==> config.mk <==
export PLATFORM = sky130hd
export DESIGN_NAME = piso8_tx_flat
export DESIGN_NICKNAME = d
export VERILOG_FILES = /design/src/rtl/piso8_pkg.sv /design/src/rtl/piso8_tx_if.sv /design/src/rtl/piso_shreg.sv /design/src/rtl/piso8_tx.sv /design/src/flat_wrapper.sv
export SDC_FILE = /design/constraint.sdc
export NUM_CORES = 1
export LEC_CHECK = 0
export BUFFER_PORTS_ARGS = -buffer_cell sky130_fd_sc_hd__clkbuf_2
export CAP_MARGIN = 20
export CORE_AREA = 5 5 42 44
export CTS_BUF_LIST = sky130_fd_sc_hd__clkbuf_2
export DETAILED_ROUTE_END_ITERATION = 10
export DIE_AREA = 0 0 47 49
export MAX_ROUTING_LAYER = met4
export PLACE_DENSITY_LB_ADDON = 0.3
export SLEW_MARGIN = 20
export SYNTH_ARGS = -nofsm -noshare
export SYNTH_HDL_FRONTEND = slang
export SYNTH_SLANG_ARGS = --single-unit
==> constraint.sdc <==
create_clock -name clk -period 4.6 [get_ports clk]
set_clock_uncertainty 0.15 [all_clocks]
set_input_delay 0.46 -clock clk [delete_from_list [all_inputs] [get_ports clk]]
set_output_delay 0.46 -clock clk [all_outputs]
set_load 0.01 [all_outputs]
==> src/rtl/piso8_pkg.sv <==
`default_nettype none
// ============================================================================
//  Module      : piso8_pkg
//  Description : Shared types and constants for the piso8_tx serial
//                transmitter (state encoding, default width, counter width).
//  Revision    : 1.0  initial release
// ============================================================================
package piso8_pkg;

  // Transmitter states; ST_PARITY is only reachable when the parity
  // option (PISO8_TX_PARITY_EN) is compiled in.
  typedef enum logic [1:0] {
    ST_IDLE   = 2'd0,
    ST_SHIFT  = 2'd1,
    ST_PARITY = 2'd2,
    ST_DONE   = 2'd3
  } state_t;

  localparam int DEFAULT_WIDTH = 8;

  // Width of the bit counter that indexes 0..width-1.
  function automatic int count_width(input int width);
    return (width <= 2) ? 1 : $clog2(width);
  endfunction

endpackage
`default_nettype wire

==> src/rtl/piso8_tx_if.sv <==
`default_nettype none
// ============================================================================
//  Module      : piso8_tx_if
//  Description : Load handshake and serial link bundle for piso8_tx.
//                master = word source / link observer, slave = transmitter.
//  Revision    : 1.0  initial release
// ============================================================================
interface piso8_tx_if
  import piso8_pkg::*;
#(
  parameter int WIDTH = DEFAULT_WIDTH
);
  logic             PL;
  logic [WIDTH-1:0] di;
  logic             ready;
  logic             sout;
  logic             sframe;
  logic             done;

  modport master (output PL, di, input ready, sout, sframe, done);
  modport slave  (input PL, di, output ready, sout, sframe, done);
endinterface
`default_nettype wire

==> src/rtl/piso_shreg.sv <==
`default_nettype none
// ============================================================================
//  Module      : piso_shreg
//  Description : WIDTH-bit shift register with synchronous parallel load and
//                shift enable. The head bit of a word goes straight onto the
//                line at load time, so the register is loaded already advanced
//                by one position and ser_out always presents the next bit to
//                transmit. Zeros are shifted in behind the data.
//  Revision    : 1.0  initial release
// ============================================================================
module piso_shreg #(
  parameter int WIDTH     = 8,
  parameter bit MSB_FIRST = 1'b1
) (
  input  wire logic             clk,
  input  wire logic             rst,
  input  wire logic             load,
  input  wire logic             shift,
  input  wire logic [WIDTH-1:0] din,
  output logic                  ser_out
);

  logic [WIDTH-1:0] data;
  logic [WIDTH-1:0] din_adv;
  logic [WIDTH-1:0] data_adv;

  generate
    if (MSB_FIRST) begin : g_msb_first
      assign din_adv  = {din[WIDTH-2:0], 1'b0};
      assign data_adv = {data[WIDTH-2:0], 1'b0};
      assign ser_out  = data[WIDTH-1];
    end else begin : g_lsb_first
      assign din_adv  = {1'b0, din[WIDTH-1:1]};
      assign data_adv = {1'b0, data[WIDTH-1:1]};
      assign ser_out  = data[0];
    end
  endgenerate

  // Load (advanced by one bit) has priority over shift.
  always_ff @(posedge clk) begin
    if (rst) begin
      data <= '0;
    end else if (load) begin
      data <= din_adv;
    end else if (shift) begin
      data <= data_adv;
    end
  end

endmodule
`default_nettype wire

==> src/rtl/piso8_tx.sv <==
`default_nettype none
// ============================================================================
//  Module      : piso8_tx
//  Description : Parallel-in/serial-out transmitter. Accepts a word on PL
//                while ready, then sends it one bit per clock on sout with
//                sframe high, followed by a one-cycle done pulse.
//                Option macro PISO8_TX_PARITY_EN appends an even-parity bit.
//  Revision    : 1.0  initial release
// ============================================================================
module piso8_tx
  import piso8_pkg::*;
#(
  parameter int WIDTH     = DEFAULT_WIDTH,
  parameter bit MSB_FIRST = 1'b1
) (
  input  wire logic   clk,
  input  wire logic   rst,
  piso8_tx_if.slave   bus
);

  localparam int            CW   = count_width(WIDTH);
  localparam logic [CW-1:0] LAST = CW'(WIDTH - 1);

  state_t        state, state_nxt;
  logic [CW-1:0] count, count_nxt;
  logic          sout_q, sout_nxt;
  logic          sframe_q, sframe_nxt;
  logic          done_q, done_nxt;
  logic          load, shift;
  logic          first_bit;
  logic          ser_next;

  assign first_bit = MSB_FIRST ? bus.di[WIDTH-1] : bus.di[0];

`ifdef PISO8_TX_PARITY_EN
  logic par_q, par_nxt;
`endif

  piso_shreg #(
    .WIDTH     (WIDTH),
    .MSB_FIRST (MSB_FIRST)
  ) u_shreg (
    .clk     (clk),
    .rst     (rst),
    .load    (load),
    .shift   (shift),
    .din     (bus.di),
    .ser_out (ser_next)
  );

  // Next-state, counter and line-output decode.
  always_comb begin
    state_nxt  = state;
    count_nxt  = count;
    sout_nxt   = sout_q;
    sframe_nxt = sframe_q;
    done_nxt   = done_q;
    load       = 1'b0;
    shift      = 1'b0;
`ifdef PISO8_TX_PARITY_EN
    par_nxt    = par_q;
`endif
    case (state)
      ST_IDLE: begin
        if (bus.PL) begin
          load       = 1'b1;
          sout_nxt   = first_bit;
          sframe_nxt = 1'b1;
          count_nxt  = '0;
          state_nxt  = ST_SHIFT;
`ifdef PISO8_TX_PARITY_EN
          // Parity latched from the accepted word, not from live di.
          par_nxt    = ^bus.di;
`endif
        end
      end
      ST_SHIFT: begin
        if (count == LAST) begin
`ifdef PISO8_TX_PARITY_EN
          sout_nxt   = par_q;
          state_nxt  = ST_PARITY;
`else
          sout_nxt   = 1'b0;
          sframe_nxt = 1'b0;
          done_nxt   = 1'b1;
          state_nxt  = ST_DONE;
`endif
        end else begin
          shift     = 1'b1;
          count_nxt = count + 1'b1;
          sout_nxt  = ser_next;
        end
      end
`ifdef PISO8_TX_PARITY_EN
      ST_PARITY: begin
        sout_nxt   = 1'b0;
        sframe_nxt = 1'b0;
        done_nxt   = 1'b1;
        state_nxt  = ST_DONE;
      end
`endif
      ST_DONE: begin
        done_nxt  = 1'b0;
        state_nxt = ST_IDLE;
      end
      default: begin
        sout_nxt   = 1'b0;
        sframe_nxt = 1'b0;
        done_nxt   = 1'b0;
        state_nxt  = ST_IDLE;
      end
    endcase
  end

  // State and registered outputs; reset aborts any frame in progress.
  always_ff @(posedge clk) begin
    if (rst) begin
      state    <= ST_IDLE;
      count    <= '0;
      sout_q   <= 1'b0;
      sframe_q <= 1'b0;
      done_q   <= 1'b0;
`ifdef PISO8_TX_PARITY_EN
      par_q    <= 1'b0;
`endif
    end else begin
      state    <= state_nxt;
      count    <= count_nxt;
      sout_q   <= sout_nxt;
      sframe_q <= sframe_nxt;
      done_q   <= done_nxt;
`ifdef PISO8_TX_PARITY_EN
      par_q    <= par_nxt;
`endif
    end
  end

  assign bus.ready  = (state == ST_IDLE);
  assign bus.sout   = sout_q;
  assign bus.sframe = sframe_q;
  assign bus.done   = done_q;

endmodule
`default_nettype wire

==> src/flat_wrapper.sv <==
// flat-port wrapper written by rule: the top's interface ports become plain ports
module piso8_tx_flat import piso8_pkg::*;
#(
  parameter int WIDTH     = DEFAULT_WIDTH,
  parameter bit MSB_FIRST = 1'b1
)
  (clk, rst, bus_PL, bus_di, bus_ready, bus_sout, bus_sframe, bus_done);
  piso8_tx_if #(.WIDTH(WIDTH)) bus_i ();
  input  wire logic clk;
  input  wire logic rst;
  input wire logic [$bits(bus_i.PL)-1:0] bus_PL;
  input wire logic [$bits(bus_i.di)-1:0] bus_di;
  output wire logic [$bits(bus_i.ready)-1:0] bus_ready;
  output wire logic [$bits(bus_i.sout)-1:0] bus_sout;
  output wire logic [$bits(bus_i.sframe)-1:0] bus_sframe;
  output wire logic [$bits(bus_i.done)-1:0] bus_done;
  assign bus_i.PL = bus_PL;
  assign bus_i.di = bus_di;
  assign bus_ready = bus_i.ready;
  assign bus_sout = bus_i.sout;
  assign bus_sframe = bus_i.sframe;
  assign bus_done = bus_i.done;
  piso8_tx #(.WIDTH(WIDTH), .MSB_FIRST(MSB_FIRST)) u_core (.clk(clk), .rst(rst), .bus(bus_i));
endmodule
==> summary.md, run 1 <==
| Metric | Value |
|---|---|
| Status | `completed` |
| R2R cell count | `5` |
| Initial core utilization | `51.1%` |
| Routed vias | `607` |
| Critical R2R Launch | `u_core.count[0]$_SDFFE_PP0P_` |
| Post-DR vias/cell | `5.78` |
| Post-CTS sizing | `0` |
| Startpoint Class | `flip-flop` |
| Iteration-0 DRC Markers | `11` |
| Num CTS Buffers | `3` |
| Fin crit share | `43.7%` |
| Peak supply drop | `0.218 mV` |
| Htree depth | `1` |
| Slew HR | `70.5%` |
| CTS tree | `done` |
| Final hold violation count | `0` |
| # DRC | `0` |
| Distinct cells, synth | `29` |
| Crit-path leading delay family | `compound AO/OA/AOI/OAI gates` |
| Pleak | `0.000322 µW` |
| Max cap viols | `0` |
| Rows | `14` |
| Worst EP arrival | `2.06 ns` |
| Crit path max fanout | `10` |
| Area delta synth->final | `8.74%` |
| Setup violators final | `0` |
| First-pass GRT wire length | `2.54 mm` |
| Largest net degree at the start of global routing | `16` |
| Most common cell type on the critical path | `ha_1` |
| Commonest non-fill, non-tap cell in the layout | `clkbuf_2` |
| Hold Path Cell Cnt | `3` |
| Min-Delay Startpoint | `bus_di[0]` |
| Reg clk slew, reported paths | `0.14 ns` |
| GRT Util Overall | `15.6%` |
| FMAX | `497 MHz` |
| Most frequent cells in the layout | `clkbuf_2 (18), dfxtp_1 (15), inv_1 (7)` |
| Hold Path Sink | `u_core.u_shreg.data[1]$_SDFFE_PP0P_` |
| Worst path bufs/invs | `0` |
| Critical path cell sequence | `ha_1, ha_1, a21o_1, or2_1, a32o_1` |
| Average wire per standard cell | `around 14 µm` |
| Final min period | `between 2 and 2.5 ns` |
| Core Area | `roughly 1400 µm²` |
| Setup ws final | `2.59 ns` |
| CTS root buffer | `clkbuf_2` |
| Clk sink count | `15` |
| Worst-Skew Late Latency | `0.29 ns` |
| Crit path capture type | `flip-flop` |
| Power density over the cells | `311 nW/µm²` |
| Initial antenna violation count | `0` |
| Fillers | `143` |
| RSZ-0062 raised after global routing | `false` |
| Die ar. | `2300 µm²` |
| Nets@finish | `103` |
| Synth Instances | `77` |
| First-pass DRT Iterations | `4` |
| Reg2reg end | `u_core.u_shreg.data[3]$_SDFFE_PP0P_` |
| Die X | `47 µm` |
| Syn Nets | `90` |
| R2r setup slk | `between 2 and 3 ns` |
| Final Util | `55.5%` |
| Layout cells sized above 1 | `around 27%` |
| Die Ht | `49 µm` |
| #FFs+latches synth | `15` |
| # IOs | `15` |
| Critical path type | `flip-flop to flip-flop` |
| Req. time, crit path | `4.65 ns` |
| Sequential fraction of the synthesis area | `42.0%` |
| CP max-delay cell | `dfxtp_1` |
| Slew Limit Fails | `0` |
| Synth warn | `0` |
| CP max stage delay | `0.35 ns` |
| IO Port Bufs | `14` |
| Syn avg cell area | `9.29 µm²` |
| Drt total wl | `1.45 mm` |
| CTS max path bufs | `2` |
| Setup_tns | `0 ns` |
| # hold bufs at CTS | `0` |
| Vias in the first global route | `~600` |
| Hold Crit Class | `input port to flip-flop` |
| Routed Antenna Nets | `0` |
| Post-place setup slack | `2.62 ns` |
| Synthesized area | `roughly 720 µm²` |
| Gr ovfl total | `0` |
| Slew @ Worst Pin | `~0.44 ns` |
| Total setup buffers inserted after CTS | `0` |
| RePlAce Congestion | `0.716` |
| ANT cells | `0` |
[area by class of cell]
cell class,instances,area (µm²),share of cell area [%]
multi-input combinational,49,342,43.9
sequential,15,300,38.6
timing repair buffer,14,70.1,9.00
inverter,7,26.3,3.38
clock buffer,4,20.0,2.57
tap,16,20.0,2.57
[synthesized netlist by cell type (all sizes together)]
cell type | n | area, µm²
or4 | 1 | 7.51
a211oi | 6 | 70.1
ha | 2 | 25.0
or2b | 1 | 7.51
nor3 | 4 | 20.0
o31ai | 1 | 7.51
a31oi | 1 | 6.26
or3b | 1 | 8.76
nand2b | 1 | 6.26
nand3 | 1 | 5.00
a32o | 1 | 10.0
a21o | 1 | 7.51
o22ai | 1 | 6.26
clkbuf | 2 | 8.75
buf | 4 | 38.8
nor2 | 5 | 18.8
a21oi | 6 | 30.0
nand2 | 3 | 11.3
nand4b | 2 | 17.5
o32ai | 4 | 35.0
o21ai | 4 | 20.0
dfxtp | 15 | 300
nor2b | 1 | 6.26
inv | 7 | 26.3
a2111oi | 1 | 8.76
or2 | 1 | 6.26
[report_power, final]
| group | switching, µW | internal (µW) |
|---|---|---|
| clock | 41.6 | 23.0 |
| sequential | 6.00 | 138 |
| combinational | 18.2 | 15.3 |
[metal layers]
metal	wire length, µm	global-route usage [%]
met4	46	11.1
met5	0	-
met3	73	3.32
met2	620	20.4
met1	705	20.5
[kinds of logic (layout without fill, tap and decap cells)]
logic type      Yosys count  after routing  share of synthesized area, %
buf+inv                  13             25                          10.3
compound gates           26             26                          28.1
simple gates             21             21                          16.1
flops                    15             15                          42.0
fa+ha+maj                 2              2                          3.50
[worst min-delay path, delay by kind of cell]
family,cells,cell delay (ns)
buffers and inverters,1,0.08
AOI/OAI and AO/OA,1,0.06
and+or+nand+nor,1,0.06
[state kept, by name (all words and copies together) (netlist names)]
signal,cells
u_core.u_shreg.data,7
u_core.state,2
u_core.bus.done,1
u_core.bus.sframe,1
u_core.count,3
u_core.bus.sout,1
[how the worst max path moves through the flow]
stage                                  from                             endpoint  slack [ns]  cells after the start
5_1_grt        u_core.count[0]$_SDFFE_PP0P_         u_core.count[0]$_SDFFE_PP0P_        2.54                      5
4_1_cts        u_core.count[0]$_SDFFE_PP0P_  u_core.u_shreg.data[3]$_SDFFE_PP0P_        2.60                      5
6_report       u_core.count[0]$_SDFFE_PP0P_  u_core.u_shreg.data[3]$_SDFFE_PP0P_        2.59                      5
3_5_place_dp   u_core.count[0]$_SDFFE_PP0P_  u_core.u_shreg.data[3]$_SDFFE_PP0P_        2.62                      5
2_1_floorplan  u_core.count[0]$_SDFFE_PP0P_  u_core.u_shreg.data[3]$_SDFFE_PP0P_        2.74                      7
3_3_place_gp   u_core.count[0]$_SDFFE_PP0P_  u_core.u_shreg.data[3]$_SDFFE_PP0P_        2.66                      5
[stage by stage]
| step | cells | hold WS (ns) | power [µW] | cell area (µm²) |
|---|---|---|---|---|
| 3_3_place_gp | 101 | 0.304 | 180 | 758 |
| 4_1_cts | 105 | 0.236 | 244 | 778 |
| 5_1_grt | 105 | 0.225 | 257 | 778 |
| 2_1_floorplan | 77 | 0.285 | 170 | 716 |
| 3_5_place_dp | 101 | 0.309 | 180 | 758 |
| 6_report | 105 | 0.242 | 242 | 778 |
No activity file was read; power rests on OpenSTA's default activity.
==> run 2: changes to the inputs <==
ABC_AREA = 1   (was default)
CORE_AREA = default   (was 5 5 42 44)
CORE_MARGIN = 5   (was default)
CORE_UTILIZATION = 50   (was default)
DIE_AREA = default   (was 0 0 47 49)
clock period = 1.8 ns   (was 4.6 ns; I/O delays follow)
==> summary.md, run 2 <==
| Metric | Value |
|---|---|
| Status | `completed` |
| Vias in the first global route | `648` |
| Slew HR | `a little over four fifths` |
| Htree depth | `1` |
| Fillers | `approximately 150` |
| Gr ovfl total | `0` |
| Top FF cell, synth | `dfxtp_1` |
| CTS tree | `done` |
| Top cells by count, synth | `inv_1 (20), nand2_1 (18), nor2_1 (18), dfxtp_1 (15), nand3_1 (10)` |
| Final hold violation count | `0` |
| First-pass DRT Iterations | `4` |
| Hpwl dp | `around 1.1 mm` |
| Final min period | `~1.6 ns` |
| Total setup buffers inserted after CTS | `0` |
| Post-DR vias/cell | `4.94` |
| Tot Pwr | `669 µW` |
| Slew Limit Fails | `0` |
| Post-synth top area cell | `dfxtp_1` |
| Yosys top cell area share | `38.6%` |
| # DRC | `0` |
| GRT Util Overall | `14.1%` |
| Hold slack | `0.0457 ns` |
| FFs w/ async S/R, synth | `0%` |
| Crit path max fanout | `12` |
| FMAX | `610 MHz` |
| Die X | `49.5 µm` |
| Largest Register | `u_core.u_shreg.data` |
| Drt total wl | `1.47 mm` |
| ANT cells | `0` |
| EDFF count, synth | `0` |
| Rows | `14` |
| Die ar. | `2450 µm²` |
| Most frequent cells in the layout | `inv_1 (20), nor2_1 (18), nand2_1 (18), clkbuf_2 (18), dfxtp_1 (15)` |
| Crit path capture type | `flip-flop` |
| Pleak | `0.000460 µW` |
| # IOs | `15` |
| Req. time, crit path | `1.85 ns` |
| Fin crit share | `between 90% and 100%` |
| Setup violators final | `0` |
| Worst EP arrival | `1.69 ns` |
| Routed Antenna Nets | `0` |
| Slew @ Worst Pin | `0.245 ns` |
| Layout cells sized above 1 | `between 20% and 30%` |
| IO Port Bufs | `14` |
| Top cells by area, synth | `dfxtp_1 (39%), inv_1 (9.6%), nand2_1 (8.7%)` |
| Hold Crit Class | `input port to flip-flop` |
| Startpoint Class | `flip-flop` |
| Critical path type | `flip-flop to flip-flop` |
| Max cap viols | `0` |
| Core Area | `~1500 µm²` |
| Commonest non-fill, non-tap cell in the layout | `inv_1` |
| Finished Layout Cells | `143` |
| Peak supply drop | `0.403 mV` |
| Average wire per standard cell | `10.3 µm` |
| R2r setup slk | `0.16 ns` |
| Max reg flops | `7` |
| RePlAce Congestion | `0.752` |
| Synth warn | `0` |
| Distinct cells, synth | `16` |
| Nets@finish | `about 140` |
| Initial antenna violation count | `0` |
| Reg clk slew, reported paths | `0.14 ns` |
| Dpl cells | `roughly 140` |
| Die Ht | `49.5 µm` |
| Worst-Skew Late Latency | `0.28 ns` |
| Sequential fraction of the synthesis area | `38.6%` |
| CTS max path bufs | `2` |
| Routed vias | `around 710` |
| Most common cell in the synthesized netlist | `inv_1` |
| Area after DPL | `850 µm²` |
| Num CTS Buffers | `3` |
| Clk sink count | `15` |
| Area delta synth->final | `14.3%` |
| Syn Nets | `121` |
| Initial core utilization | `around 52%` |
| Top Registers | `u_core.u_shreg.data (7), u_core.count (3), u_core.state (2)` |
| First-pass GRT wire length | `2.66 mm` |
| Power density over the cells | `between 700 and 800 nW/µm²` |
| CTS root buffer | `clkbuf_2` |
| #FFs+latches synth | `15` |
| Largest net degree at the start of global routing | `13` |
| RSZ-0062 raised after global routing | `false` |
| Synthesized area | `778 µm²` |
| Final instance area | `about 890 µm²` |
| Synth Instances | `between 100 and 150` |
| Syn avg cell area | `7.21 µm²` |
| Iteration-0 DRC Markers | `9` |
| Setup_tns | `0 ns` |
run 2: cell types whose count changed after synthesis, sizes merged, moves of 4 or more:
cell    delta
nand3     +14
nor2      +14
nand2     +18
inv       +13
a211oi     -6
o32ai      -4
nor3       -4
run 2: cells by family after synthesis:
group,share of synthesized area (%)
simple gates,36.8
buf+inv,13.0
compound gates,8.36
fa+ha+maj,3.21
flops,38.6
run 2: critical path, stage by stage (launching register included):
cell,delay [ns]
dfxtp_1,0.35
ha_1,0.20
ha_1,0.22
nand3b_2,0.24
nand2_4,0.17
inv_1,0.09
nor2_1,0.09
nor2_1,0.05
run 2: path summary, 6_finish.rpt:
| kind | startpoint | endpoint | depth (start not counted) |
|---|---|---|---|
| worst max-delay path | u_core.count[0]$_SDFFE_PP0P_ | u_core.count[0]$_SDFFE_PP0P_ | 7 |
| worst min-delay path | bus_di[2] | u_core.u_shreg.data[3]$_SDFFE_PP0P_ | 5 |
| worst max register to register | u_core.count[0]$_SDFFE_PP0P_ | u_core.count[0]$_SDFFE_PP0P_ | 7 |
| worst min register to register | u_core.bus.done$_SDFFE_PP0P_ | u_core.bus.done$_SDFFE_PP0P_ | 2 |
run 2: area by class of cell:
cell class                 instances  area, µm²  area share (%)
sequential                        15        300            33.8
inverter                          20       75.1            8.44
timing repair buffer              17       97.6            11.0
clock buffer                       4       20.0            2.25
multi-input combinational         71        377            42.3
tap                               16       20.0            2.25
run 2: what timing repair did:
| action | CTS | global route |
|---|---|---|
| hold buffers | 2 | 0 |
| gates resized for setup | 0 | 0 |
| hold endpoints to repair | 7 | 0 |
| setup endpoints to repair | 0 | 0 |
run 2: layer usage:
metal / track usage (%) / vias up / wire length (µm)
met5: - / - / 0
met4: 7.86 / 0 / 12
met3: 3.92 / 2 / 90
met2: 19.5 / 23 / 660
met1: 18.4 / 309 / 705
li1: - / 373 / -
run 2: through the flow:
stage               setup WS, ns  util [%]
floorplan                  0.239         -
global placement           0.210      57.1
detailed placement         0.173      57.1
CTS                        0.152      59.7
global route              0.0188      59.7
finish                     0.159      59.7
run 2: power by group:
group,leakage (µW),internal (µW),switching [µW],total (µW)
registers,0.000123,355,12.8,368
clock network,0.0000166,58.9,108,167
logic,0.000320,53.9,80.9,135
==> run 3: changes to the inputs <==
CORE_UTILIZATION = 43   (was 50)
==> summary.md, run 3 (synthesis gave the netlist of run 2 again) <==
| Metric | Value |
|---|---|
| Nets@finish | `142` |
| # IOs | `15` |
| Post-DR vias/cell | `4.45` |
| Crit-path leading delay family | `simple AND/OR/NAND/NOR gates` |
| Crit path capture type | `flip-flop` |
| Top Registers | `u_core.u_shreg.data (7), u_core.count (3), u_core.state (2)` |
| Drt total wl | `between 1 and 1.5 mm` |
| GRT Util Overall | `12.2%` |
| CTS tree | `done` |
| Part of the power in combinational logic | `20.4%` |
| Average wire per standard cell | `just under 10 µm` |
| R2R cell count | `7` |
| Reg2reg end | `u_core.count[1]$_SDFFE_PP0P_` |
| Most frequent cells in the layout | `inv_1 (20), nor2_1 (18), nand2_1 (18), clkbuf_2 (18), dfxtp_1 (15)` |
| Slew @ Worst Pin | `~0.26 ns` |
| Worst-Skew Late Latency | `approximately 0.3 ns` |
| Post-CTS sizing | `0` |
| Area delta synth->final | `16.7%` |
| Clock share of power | `24.7%` |
| Worst Setup SP | `u_core.count[0]$_SDFFE_PP0P_` |
| FMAX | `605 MHz` |
| Critical R2R Launch | `u_core.count[0]$_SDFFE_PP0P_` |
| Min-Delay Startpoint | `bus_di[2]` |
| Reg clk slew, reported paths | `0.15 ns` |
| Final instance area | `908 µm²` |
| Setup_tns | `0 ns` |
| Die ar. | `about 2800 µm²` |
| # DRC | `0` |
| Worst EP arrival | `~1.7 ns` |
| Final hold violation count | `0` |
| Hold Path Cell Cnt | `5` |
| Hpwl dp | `1.13 mm` |
| First-pass DRT Iterations | `4` |
| Critical path cell sequence | `ha_1, ha_1, nand3b_2, nand2_4, inv_1, nor2_1, nor2_1` |
| Pleak | `0.000465 µW` |
| Total setup buffers inserted after CTS | `0` |
| CP max-delay cell | `dfxtp_1` |
| Htree depth | `1` |
| IO Port Bufs | `14` |
| ANT cells | `0` |
| Power density over the cells | `739 nW/µm²` |
| Setup ws final | `0.147 ns` |
| CTS root buffer | `clkbuf_2` |
| Max cap viols | `0` |
| Largest net degree at the start of global routing | `13` |
| Fillers | `177` |
| CP max stage delay | `0.36 ns` |
| Status | `completed` |
| Routed Antenna Nets | `0` |
| Net Switching | `201 µW` |
| RSZ-0062 raised after global routing | `false` |
| Tot Pwr | `671 µW` |
| # hold bufs at CTS | `2` |
| Die Ht | `52.5 µm` |
| Area after DPL | `868 µm²` |
| Req. time, crit path | `1.84 ns` |
| Rows | `15` |
| Peak supply drop | `0.447 mV` |
| First-pass GRT wire length | `2.37 mm` |
| Commonest non-fill, non-tap cell in the layout | `inv_1` |
| Hold Path Sink | `u_core.u_shreg.data[3]$_SDFFE_PP0P_` |
| Post-place setup slack | `0.170 ns` |
| Crit path max fanout | `12` |
| Initial antenna violation count | `0` |
| RePlAce Congestion | `0.747` |
| Num CTS Buffers | `3` |
| Net Sw Frac | `30.0%` |
| Slew Limit Fails | `0` |
| Vias in the first global route | `590` |
| Iteration-0 DRC Markers | `7` |
| Setup violators final | `0` |
| Clk sink count | `15` |
| Die X | `52.5 µm` |
| Cell Int Power | `about 470 µW` |
| Slew HR | `82.3%` |
| Core Area | `1730 µm²` |
| Critical path type | `flip-flop to flip-flop` |
| CTS max path bufs | `2` |
| Max reg flops | `7` |
| Final min period | `1.65 ns` |
| Gr ovfl total | `0` |
| Initial core utilization | `45.1%` |
| Fin crit share | `91.8%` |
| Hold Crit Class | `input port to flip-flop` |
| Startpoint Class | `flip-flop` |
| Sequential share of power | `54.8%` |
| Layout cells sized above 1 | `23.4%` |
| Routed vias | `681` |
| Largest Register | `u_core.u_shreg.data` |
| Worst path bufs/invs | `1` |
| R2r setup slk | `0.15 ns` |
run 3: changes by cell type in the layout (fill, tap and decap cells not counted):
| cell | change |
|---|---|
| buf_4 | +1 |
run 3: metal layers:
metal / part of all wire (%) / track usage, % / wire [µm]
met1: 50 / 15.3 / 737
met3: 4.5 / 3.42 / 66
met4: 2.8 / 7.66 / 41
met2: 43 / 17.1 / 629
met5: 0 / - / 0
run 3: worst max-delay path by stage:
stage          cells past startpoint  slack [ns]                             endpoint
2_1_floorplan                      7        0.24  u_core.u_shreg.data[2]$_SDFFE_PP0P_
3_3_place_gp                       7        0.20         u_core.count[2]$_SDFFE_PP0P_
3_5_place_dp                       7        0.17         u_core.count[0]$_SDFFE_PP0P_
4_1_cts                            7        0.15         u_core.count[1]$_SDFFE_PP0P_
5_1_grt                            7        0.02         u_core.count[2]$_SDFFE_PP0P_
6_report                           7        0.15         u_core.count[1]$_SDFFE_PP0P_
run 3: metrics by stage:
stage               hold WS [ns]  util [%]  std cells
finish                    0.0355      52.6        153
global route              0.0228      52.6        153
CTS                       0.0432      52.6        153
detailed placement         0.275      50.3        147
global placement           0.272      50.3        147
floorplan                 0.0991         -        108
run 3: tightest hold or removal path, delay by kind of cell:
family / cells / cell delay, ns
buf+inv: 1 / 0.07
simple gates: 4 / 0.20
run 3: layout make-up:
class	instances	area [µm²]	share of cell area, %
inverters	20	75.1	8.26
multi-input cells	71	377	41.5
clock buffers	4	20.0	2.20
flip-flops and latches	15	300	33.1
well taps	25	31.3	3.44
repair buffers	18	105	11.6
run 3: power by group through the flow:
stage | clock network, µW | logic (µW) | registers, µW
6_report | 166 | 137 | 368
5_1_grt | 193 | 155 | 371
4_1_cts | 169 | 138 | 368
3_5_place_dp | 0 | 134 | 376
3_3_place_gp | 0 | 132 | 375
2_1_floorplan | 0 | 101 | 375
